===== src/rtl/deser_pkg.sv =====
// Shared slot encoding for the serializer/deserializer pair; must stay in
// step with the mux controller's slot walk.
package deser_pkg;

  typedef enum logic [1:0] {
    SLOT_0 = 2'b00,
    SLOT_1 = 2'b01,
    SLOT_2 = 2'b10,
    SLOT_3 = 2'b11
  } slottype;

  localparam int unsigned SLOTS = 4;

endpackage


===== src/rtl/slot_counter.sv =====
// Rotating slot state SLOT_0..SLOT_3; advances on an accepted word, and a
// sync accept restarts the frame so the next word lands in SLOT_1.
module slot_counter
  import deser_pkg::*;
(
  input  logic    clk,
  input  logic    reset,
  input  logic    i_advance,
  input  logic    i_sync,
  output slottype o_slot
);

  slottype r_state;
  slottype w_next;

  always_ff @(posedge clk or posedge reset) begin
    if (reset) r_state <= SLOT_0;
    else       r_state <= w_next;
  end

  always_comb begin
    w_next = r_state;
    if (i_advance) begin
      if (i_sync) begin
        w_next = SLOT_1;
      end else begin
        case (r_state)
          SLOT_0:  w_next = SLOT_1;
          SLOT_1:  w_next = SLOT_2;
          SLOT_2:  w_next = SLOT_3;
          default: w_next = SLOT_0;
        endcase
      end
    end
  end

  always_comb o_slot = r_state;

endmodule


===== src/rtl/frame_deserializer.sv =====
// Collects four serial words into one frame behind a valid/ready port.
// Define FRAME_SYNC_EN to add the in_first frame-sync input.
module frame_deserializer
  import deser_pkg::*;
#(
  parameter int unsigned W = 8
) (
`ifdef FRAME_SYNC_EN
  input  logic                 in_first,
`endif
  input  logic                 clk,
  input  logic                 reset,
  input  logic                 in_valid,
  input  logic [W-1:0]         in_data,
  output logic                 in_ready,
  output logic                 out_valid,
  output logic [SLOTS*W-1:0]   out_data,
  input  logic                 out_ready,
  output logic [1:0]           slot,
  output logic                 frame_start
);

  slottype            w_slot;
  logic               w_accept;
  logic               w_sync;
  logic               w_load;
  logic [W-1:0]       r_fill0;
  logic [W-1:0]       r_fill1;
  logic [W-1:0]       r_fill2;
  logic [SLOTS*W-1:0] r_out_data;
  logic               r_out_valid;

`ifdef FRAME_SYNC_EN
  assign w_sync = in_first;
`else
  assign w_sync = 1'b0;
`endif

  // Only the 4th word can be blocked, and only by an undelivered frame.
  assign in_ready = ~((w_slot == SLOT_3) & r_out_valid & ~out_ready);
  assign w_accept = in_valid & in_ready;
  assign w_load   = w_accept & ~w_sync & (w_slot == SLOT_3);

  slot_counter u_slot_counter (
    .clk       (clk),
    .reset     (reset),
    .i_advance (w_accept),
    .i_sync    (w_sync),
    .o_slot    (w_slot)
  );

  always_ff @(posedge clk or posedge reset) begin
    if (reset) begin
      r_fill0 <= '0;
      r_fill1 <= '0;
      r_fill2 <= '0;
    end else if (w_accept) begin
      if (w_sync) begin
        r_fill0 <= in_data;
        r_fill1 <= '0;
        r_fill2 <= '0;
      end else begin
        case (w_slot)
          SLOT_0:  r_fill0 <= in_data;
          SLOT_1:  r_fill1 <= in_data;
          SLOT_2:  r_fill2 <= in_data;
          default: ;
        endcase
      end
    end
  end

  // A load in the same cycle as a drain wins, keeping out_valid high.
  always_ff @(posedge clk or posedge reset) begin
    if (reset) begin
      r_out_valid <= 1'b0;
      r_out_data  <= '0;
    end else if (w_load) begin
      r_out_valid <= 1'b1;
      r_out_data  <= {in_data, r_fill2, r_fill1, r_fill0};
    end else if (r_out_valid & out_ready) begin
      r_out_valid <= 1'b0;
      r_out_data  <= '0;
    end
  end

  assign out_valid   = r_out_valid;
  assign out_data    = r_out_data;
  assign slot        = w_slot;
  assign frame_start = (w_slot == SLOT_0);

endmodule


===== config.mk =====
export PLATFORM = sky130hd
export DESIGN_NAME = frame_deserializer
export DESIGN_NICKNAME = d
export VERILOG_FILES = /design/src/rtl/deser_pkg.sv /design/src/rtl/slot_counter.sv /design/src/rtl/frame_deserializer.sv
export SDC_FILE = /design/constraint.sdc
export NUM_CORES = 1
export LEC_CHECK = 0
export CAP_MARGIN = 0
export CORE_MARGIN = 2
export CORE_UTILIZATION = 45
export CTS_CLUSTER_SIZE = 40
export DETAILED_ROUTE_END_ITERATION = 16
export PLACE_DENSITY_LB_ADDON = 0.08
export RECOVER_POWER = 100
export SKIP_LAST_GASP = 1
export SLEW_MARGIN = 20
export SYNTH_ARGS = -nofsm -noshare
export SYNTH_HDL_FRONTEND = slang
export SYNTH_SLANG_ARGS = --single-unit

===== constraint.sdc =====
create_clock -name clk -period 1.8 [get_ports clk]
set_clock_uncertainty 0.1 [all_clocks]
set_input_delay 0.27 -clock clk [delete_from_list [all_inputs] [get_ports clk]]
set_output_delay 0.27 -clock clk [all_outputs]
set_load 0.01 [all_outputs]

Word-level counts from Yosys, hierarchy flattened
Index checks and enable logic that the tools add are counted.

Equal/unequal tests: 3. Mux-type cells: 5. Bitwise operators: 7. Reduce and logical (&&, ||, !) cells: 5.

Operators with widths (number): $mux W32 (2); $pmux W2 S3 (1); $reduce_and A2 Y1 (3); $and A1 B1 Y1 (5); $eq A2 B2 Y1 const B (2); $eq A2 B1 Y1 const B (1); $logic_not A2 Y1 (1); $mux W1 (2); $not A1 Y1 (2); $reduce_bool A2 Y1 (1).

Flip-flop bits (word level): 59. Input port bits: 12. Output and inout port bits: 37. Word-level logic and storage cells: 26.

Logic depth before layout (Yosys ltp)
Gate-level depths: netlist of run 1.

Depth in word-level cells: 7. Gate-level depth with buffers: 6. Gate-level depth less buffers: 4.

By module
Synthesis of run 1 repeated with hierarchy kept, for this count alone.

Cells, all modules: 190. Area total of the unflattened synthesis: 2558.7 um2.

Modules (own cells, without submodules): frame_deserializer (instances 1, cells an instance 178, area an instance 2441.1 um2, seq. area each 1426.4 um2); slot_counter (instances 1, cells an instance 12, area an instance 117.6 um2, seq. area each 50.0 um2).

Least setup slack after synthesis of run 1
OpenSTA, ideal clock, no wires.

Path kind: register -> register. Start point: register u_slot_counter.r_state[0] (netlist: u_slot_counter.o_slot[0]). End point: register r_fill0[0]. Library setup time: 125 ps. Data arrival time: 1399 ps. Required time: 1575 ps. Slack: 176 ps. Cell stages (with the launch flop): 6. Path buffers: 1. Period minus slack after synthesis: 1624 ps. Path through: dfrtp_1 -> ha_1 -> nand3b_4 -> and3_4 -> buf_6 -> mux2_4.

Longest elaborated chain between the ends: 6. Elaborated cells between the ends (all ways): 7. Classes of those cells: eq/ne (1); bitwise (4); reduce/logical (2).

Ends and longest elaborated chain: from (decl) (line slot_counter.sv:13) `slottype r_state;`; from (signal assigned) (line slot_counter.sv:18) `else r_state <= w_next;`; $eq A2 B2 Y1 (line frame_deserializer.sv:40) `assign in_ready = ~((w_slot == SLOT_3) & r_out_valid & ~out_ready);`; $and A1 B1 Y1 (2 in series) (line frame_deserializer.sv:40); $not A1 Y1 (line frame_deserializer.sv:40); via in_ready (line frame_deserializer.sv:15) `output logic in_ready,`; $and A1 B1 Y1 (line frame_deserializer.sv:41) `assign w_accept = in_valid & in_ready;`; $reduce_and A2 Y1 (no line); to (signal assigned) (line frame_deserializer.sv:59) `r_fill0 <= in_data;`; to (signal assigned) (line frame_deserializer.sv:64) `SLOT_0: r_fill0 <= in_data;`; to (decl) (line frame_deserializer.sv:27) `logic [W-1:0] r_fill0;`.

The timed path passes the listed nets, and every way through them passes these cells. A chain may end at the register's enable or synchronous reset.

Worst setup path in the final report of run 1
Start point: register u_slot_counter.r_state[0] (netlist: u_slot_counter.o_slot[0]). End point: register r_fill0[7].

Longest elaborated chain between the ends: 6. Elaborated cells between the ends (all ways): 7. Classes of those cells: eq/ne (1); bitwise (4); reduce/logical (2).

Ends and longest elaborated chain (line): $eq A2 B2 Y1 (frame_deserializer.sv:40); $and A1 B1 Y1 (2 in series) (frame_deserializer.sv:40); $not A1 Y1 (frame_deserializer.sv:40); $and A1 B1 Y1 (frame_deserializer.sv:41); $reduce_and A2 Y1 (no line) *.

Every way passes the cells marked *; elsewhere a longest branch is shown, timed or not.

==> results.txt, run 1 <==
fin nets: 215
part of the power in the clock network: 0.208
max-slew violations: 0
max_slew headroom: 0.480
Post-Place Cells: 258
Via Count: 1401
crit-path max FO: 8
syn nets: 162
R2R setup slack: 80 ps
GRT busiest layer: met2
period utilization: 0.957
DIE WIDTH: 76.8 um
top cells by area, synth: dfrtp_1 62%, mux2_4 15%, a22o_1 12%, buf_6 3.3%, ha_1 2.1%
Routed Antenna Nets: 0
Worst EP arrival: 1820 ps
number of synthesized flops with an enable pin: 0
setup bufs post-CTS: 0
actual slew at the worst max-slew pin: 780 ps
Reg2Reg Depth: 4
r2r endpoint: r_fill0[7]
# setup viols final: 0
met3 Usage GRT: 0.0376
top cell type's share of synthesized area: 0.619
class of the worst hold path: reg2reg
ANT cells: 0
Initial Util: 0.467
design area: 3040 um2
Non-Filler Instances: 274
most area-hungry cell type in the Yosys netlist: dfrtp_1
Crit. End Element: flip-flop
CP Launch Type: flip-flop
fillers: 438
largest net degree at the start of global routing: 60
synth warn: 0
gr usage total: 0.167
Layout Area Growth over Synthesis: 27.2%
worst r2r src: u_slot_counter.o_slot[0]
maximum vdd drop: 0.916 mV
DRT iter0 DRCs: 81
dpl ws: -35.2 ps
DRC: 0
Worst Hold Depth: 1
grt total ovfl: 0
worst skew pair latency: 320 ps
RSZ-0062 raised after global routing: false
CTS tree: done
CTS buffer count: 9
final period demand of the worst path: 1720 ps
number of global-route vias before repair: 1490
met1 Use GR: 0.237
critical path data required time: 1900 ps
prevailing post-synth register cell: dfrtp_1
Comb pwr share: 0.372
Die Area: 5900 um2
Hold Path End: r_fill0[7]
# rows: 26
Max-cap violations: 0
share of cells above drive strength 1: 0.176
flops & latches, synth: 59
Sw Ratio: 0.308
DIE HEIGHT: 76.8 um
worst setup margin: 77.3 ps
Async SR Flop Fraction: 1.00
hold_buf cts: 0
Clk pin slew, worst setup/hold paths: 60 ps
maximum clock path buffer count: 2
gpl congestion: 0.712
H-tree Lvls: 3
area post-placement: 2930 um2
io pins: 49
Hold Path Origin: r_fill0[7]
sw power: 1.72 mW
first-pass GRT wire length: 7660 um
Flop pwr share: 0.420
initial antenna violation count: 0
syn avg cell area: 16.3 um2
final hold vios: 0
status: finished, final reports clean
Routed Wire Length: 4430 um
post-synthesis cell type count: 16
wire per inst: 16.2 um
routed vias/inst: 5.11
met2 usage: 0.246
commonest cells in the netlist: 59 x dfrtp_1, 32 x a22o_1, 24 x mux2_4
Post-Syn Area: 2390 um2
Synth Instances: 146
core area: 5110 um2
WS Path Type: reg2reg
most common cell in the netlist: dfrtp_1
cell-internal power: 3.87 mW
TNS Setup: 0 ps
Max Freq: 0.580 GHz
LEAKAGE: 1.48 nW
first drt pass iteration count: 4
IO buf count: 48
Num Clock Sinks: 59
pwr dens: 1840 nW/um2
final HPWL from detailed placement: 2850 um
sequential area share after synthesis: 0.619
Root Buffer: clkbuf_8
==> repair_timing <==
action	in CTS	in global routing
pin swaps	0	0
setup endpoints to repair	2	1
cloned	0	0
resized for setup	2	1
==> flip-flops by register name, indices dropped and copies added (netlist names) <==
| name | flops |
|---|---|
| r_fill1 | 8 |
| r_fill2 | 8 |
| out_valid | 1 |
| out_data | 32 |
| u_slot_counter.o_slot | 2 |
| r_fill0 | 8 |
==> metrics by stage <==
stage / hold slack [ps] / power (mW) / util
final: 386 / 5.59 / 0.594
after global routing: 399 / 5.96 / 0.594
after CTS: 279 / 6.06 / 0.612
after detailed placement: 382 / 4.87 / 0.574
after global placement: 381 / 4.81 / 0.574
after floorplan: 270 / 3.81 / -
==> critical path, cell delays in order, from the launching register on <==
cell,delay [ps]
dfrtp_1,410
ha_1,250
nand3b_4,100
and3_2,390
mux2_1,350
==> routing by layer <==
layer  routed length (um)  share of wire  vias up
met1                 2130           0.48      714
met4                   47          0.011        0
met5                    0              0        -
met2                 2050           0.46       44
met3                  206          0.046        5
li1                     -              -      638
==> cells in the final DEF (no fill, tap or decap), types with 3 or more instances in the layout <==
master	n
a22o_1	32
and3_2	3
clkbuf_8	10
clkdlybuf4s50_1	12
clkinv_2	3
dfrtp_1	59
dlygate4sd3_1	34
ha_1	3
mux2_1	15
mux2_4	9
nand2_1	4
==> power groups by stage <==
stage	Clock, mW	Combinational, mW	Sequential (mW)
floorplan	0	1.31	2.49
finish	1.16	2.08	2.35
global placement	0	2.43	2.38
global route	1.25	2.26	2.44
CTS	1.19	2.48	2.38
detailed placement	0	2.47	2.39
==> worst max path at each step <==
stage,slack (ps),startpoint,depth (start not counted),endpoint
after CTS,40,u_slot_counter.o_slot[1],3,in_ready
after global routing,2,u_slot_counter.o_slot[0],4,r_fill0[7]
final,80,u_slot_counter.o_slot[0],4,r_fill0[7]
after detailed placement,-40,out_ready,3,in_ready
after global placement,-30,out_ready,3,in_ready
after floorplan,180,u_slot_counter.o_slot[0],5,r_fill0[0]
==> kinds of logic (layout without fill, tap and decap cells) <==
kind of cell               after synthesis  count (layout)  synth area share
AOI/OAI and AO/OA                       33              33             0.121
adders and majority gates                4               4            0.0210
buffers and inverters                   13              71            0.0440
DFF                                     59              59             0.619
muxes                                   26              26             0.160
and+or+nand+nor                         11              11            0.0357
==> final cells by class <==
class,count,area (um2),area share
Clock buffer,11,141,0.0466
Tap cell,70,87.6,0.0289
Sequential cell,59,1480,0.486
Timing Repair Buffer,52,520,0.171
Clock inverter,5,52.6,0.0173
Inverter,3,15.0,0.00495
Multi-Input combinational cell,74,742,0.244
No activity file was read; power rests on OpenSTA's default activity.
==> run 2: changes to the inputs <==
Settings changed: CORE_MARGIN 2 to unset, CORE_UTILIZATION 45 to 54, MAX_ROUTING_LAYER set to met4.
Clock period 1.8 ns to 2 ns, I/O delays scaled along.
==> run 2 against run 1 <==
  * Global-route usage up 6.5 points
  * Utilization increased by 13 points
  * Largest power group unchanged
  * Non-clock buffer count shrank 1
  * Routed wire length is 1.1% higher
  * Clock power is 16% lower
  * Highest routed layer unchanged
  * Worst setup slack gained 110 ps
  * Final area decreased by 2.2%
  * Sequential share of layout area up 1.1 points
  * Critical endpoint is now out_valid
  * Via count rose by 1.2%
  * First-iteration DRC count rose by 19%
  * Combinational power fell by 13%
==> results.txt, run 2 (synthesis results as in run 1) <==
R2R setup slack: 310 ps (+230 ps)
gr usage total: 0.232 (+0.0653)
Top Metal Used: met4
maximum clock path buffer count: 2 (unchanged)
first drt pass iteration count: 4 (unchanged)
Hold Path End: out_data[26]
CP max-delay cell: dlygate4sd3_1
Num Clock Sinks: 59 (unchanged)
period utilization: 0.909
routed vias/inst: 5.63 (+10%)
Routed Wire Length: 4480 um (+1.1%)
CP Launch Type: flip-flop
worst setup margin: 183 ps (+105 ps)
actual slew at the worst max-slew pin: 1250 ps (+466 ps)
initial antenna violation count: 0 (unchanged)
final period demand of the worst path: 1820 ps
Crit path largest cell delay: 640 ps (+230 ps)
dpl ws: 100 ps (+136 ps)
max-slew violations: 0 (unchanged)
Worst EP arrival: 1420 ps (-400 ps)
DRC: 0 (unchanged)
worst r2r src: u_slot_counter.o_slot[0]
max FFs per register: 32 (unchanged)
wire per inst: 17.8 um (+9.9%)
grt total ovfl: 0 (unchanged)
largest net degree at the start of global routing: 60 (unchanged)
CP bufs+invs: 1 (+1)
fin nets: 214 (-0.47%)
Max-cap violations: 0 (unchanged)
number of global-route vias before repair: 1430 (-4.0%)
Worst Hold Depth: 1 (unchanged)
Max Freq: 0.550 GHz
worst skew pair latency: 330 ps (about the same)
Initial Util: 0.580 (+0.113)
CTS tree: done
max_slew headroom: 0.170 (-0.311)
met2 WL: 2030 um (-0.93%)
most frequent cells in the layout: 59 x dfrtp_1, 35 x dlygate4sd3_1, 32 x a22o_1, 19 x mux2_1, 12 x clkbuf_8
TNS Setup: 0 ps (unchanged)
Via Count: 1418 (+1.2%)
Met3 Wirelength: 188 um (-8.7%)
Hold Path Origin: out_data[26]
# rows: 23 (-12%)
# setup viols final: 0 (unchanged)
H-tree Lvls: 3 (unchanged)
r2r endpoint: r_fill0[7]
cells traversed along the worst timing path: dlygate4sd3_1
Routed Antenna Nets: 0 (unchanged)
crit-path max FO: 5 (-3)
LEAKAGE: 1.46 nW (-1.2%)
hold_buf cts: 0 (unchanged)
Layout Area Growth over Synthesis: 24.4%
DRT iter0 DRCs: 96 (+19%)
first-pass GRT wire length: 7200 um (-6.0%)
Root Buffer: clkbuf_8
DIE WIDTH: 68.5 um (-11%)
final HPWL from detailed placement: 2840 um (-0.35%)
Crit. End Element: output pin
final hold vios: 0 (unchanged)
share of cells above drive strength 1: 0.139 (-0.0379)
status: finished, final reports clean
CTS buffer count: 9 (unchanged)
io pins: 49 (unchanged)
core area: 4120 um2 (-19%)
Reg2Reg Depth: 4 (unchanged)
pwr dens: 1660 nW/um2 (-9.9%)
family with the most delay on the worst path: buffers and inverters
RSZ-0062 raised after global routing: false
IO buf count: 48 (unchanged)
maximum vdd drop: 0.792 mV (-14%)
DIE HEIGHT: 68.5 um (-11%)
most common cell after layout, fill and taps aside: dfrtp_1
class of the worst hold path: reg2reg
met1 WL: 2190 um (+2.7%)
Tot Pwr: 4.92 mW (-12%)
Die Area: 4690 um2 (-21%)
critical path data required time: 1600 ps (-300 ps)
Clk pin slew, worst setup/hold paths: 60 ps (about the same)
ANT cells: 0 (unchanged)
gpl congestion: 0.734 (+3.0%)
WS Path Type: reg2out
-- run 2: where the power goes --
part | internal [mW] | total [mW] | switching (mW)
Sequential | 1.78 | 2.14 | 0.353
Combinational | 1.05 | 1.81 | 0.768
Clock | 0.540 | 0.971 | 0.431
Total | 3.37 | 4.92 | 1.55
-- run 2: metal layers --
metal  vias up  track usage
li1        633            -
met1       735        0.313
met2        44        0.316
met3         6       0.0600
met4         0        0.133
met5         -            -
-- run 2: what timing repair did --
item / CTS / global route
hold endpoints to repair: 0 / 0
endpoints found under the setup margin: 2 / 0
resized for setup: 2 / 0
setup buffers: 0 / 0
-- run 2: layout make-up --
type	instances	area (um2)
Timing Repair Buffer	51	510
Fill cell	292	1150
Sequential cell	59	1480
Clock inverter	2	10.0
Tap cell	50	62.6
Multi-Input combinational cell	74	728
Clock buffer	13	169
Inverter	3	11.3
-- run 2: worst max-delay path by stage --
| stage | slack [ps] | depth (start not counted) | to | from |
|---|---|---|---|---|
| floorplan | 140 | 1 | out_data[0] | reset |
| global placement | 120 | 3 | in_ready | out_ready |
| detailed placement | 100 | 3 | in_ready | out_ready |
| CTS | 210 | 3 | in_ready | u_slot_counter.o_slot[0] |
| global route | 120 | 3 | r_fill1[3] | reset |
| finish | 180 | 1 | out_valid | out_valid |
-- run 2: through the flow --
step	area, um2	cells	hold slack [ps]	util
6_report	2970	252	392	0.721
5_1_grt	2970	252	409	0.721
4_1_cts	3060	252	256	0.744
3_5_place_dp	2890	237	381	0.701
3_3_place_gp	2890	237	381	0.701
2_1_floorplan	2390	146	340	-
==> run 3: changes to the inputs <==
Settings changed: SKIP_LAST_GASP 1 to unset.
==> results of run 3 <==
No change in the layout: final DEF, timing and power equal those of run 2.
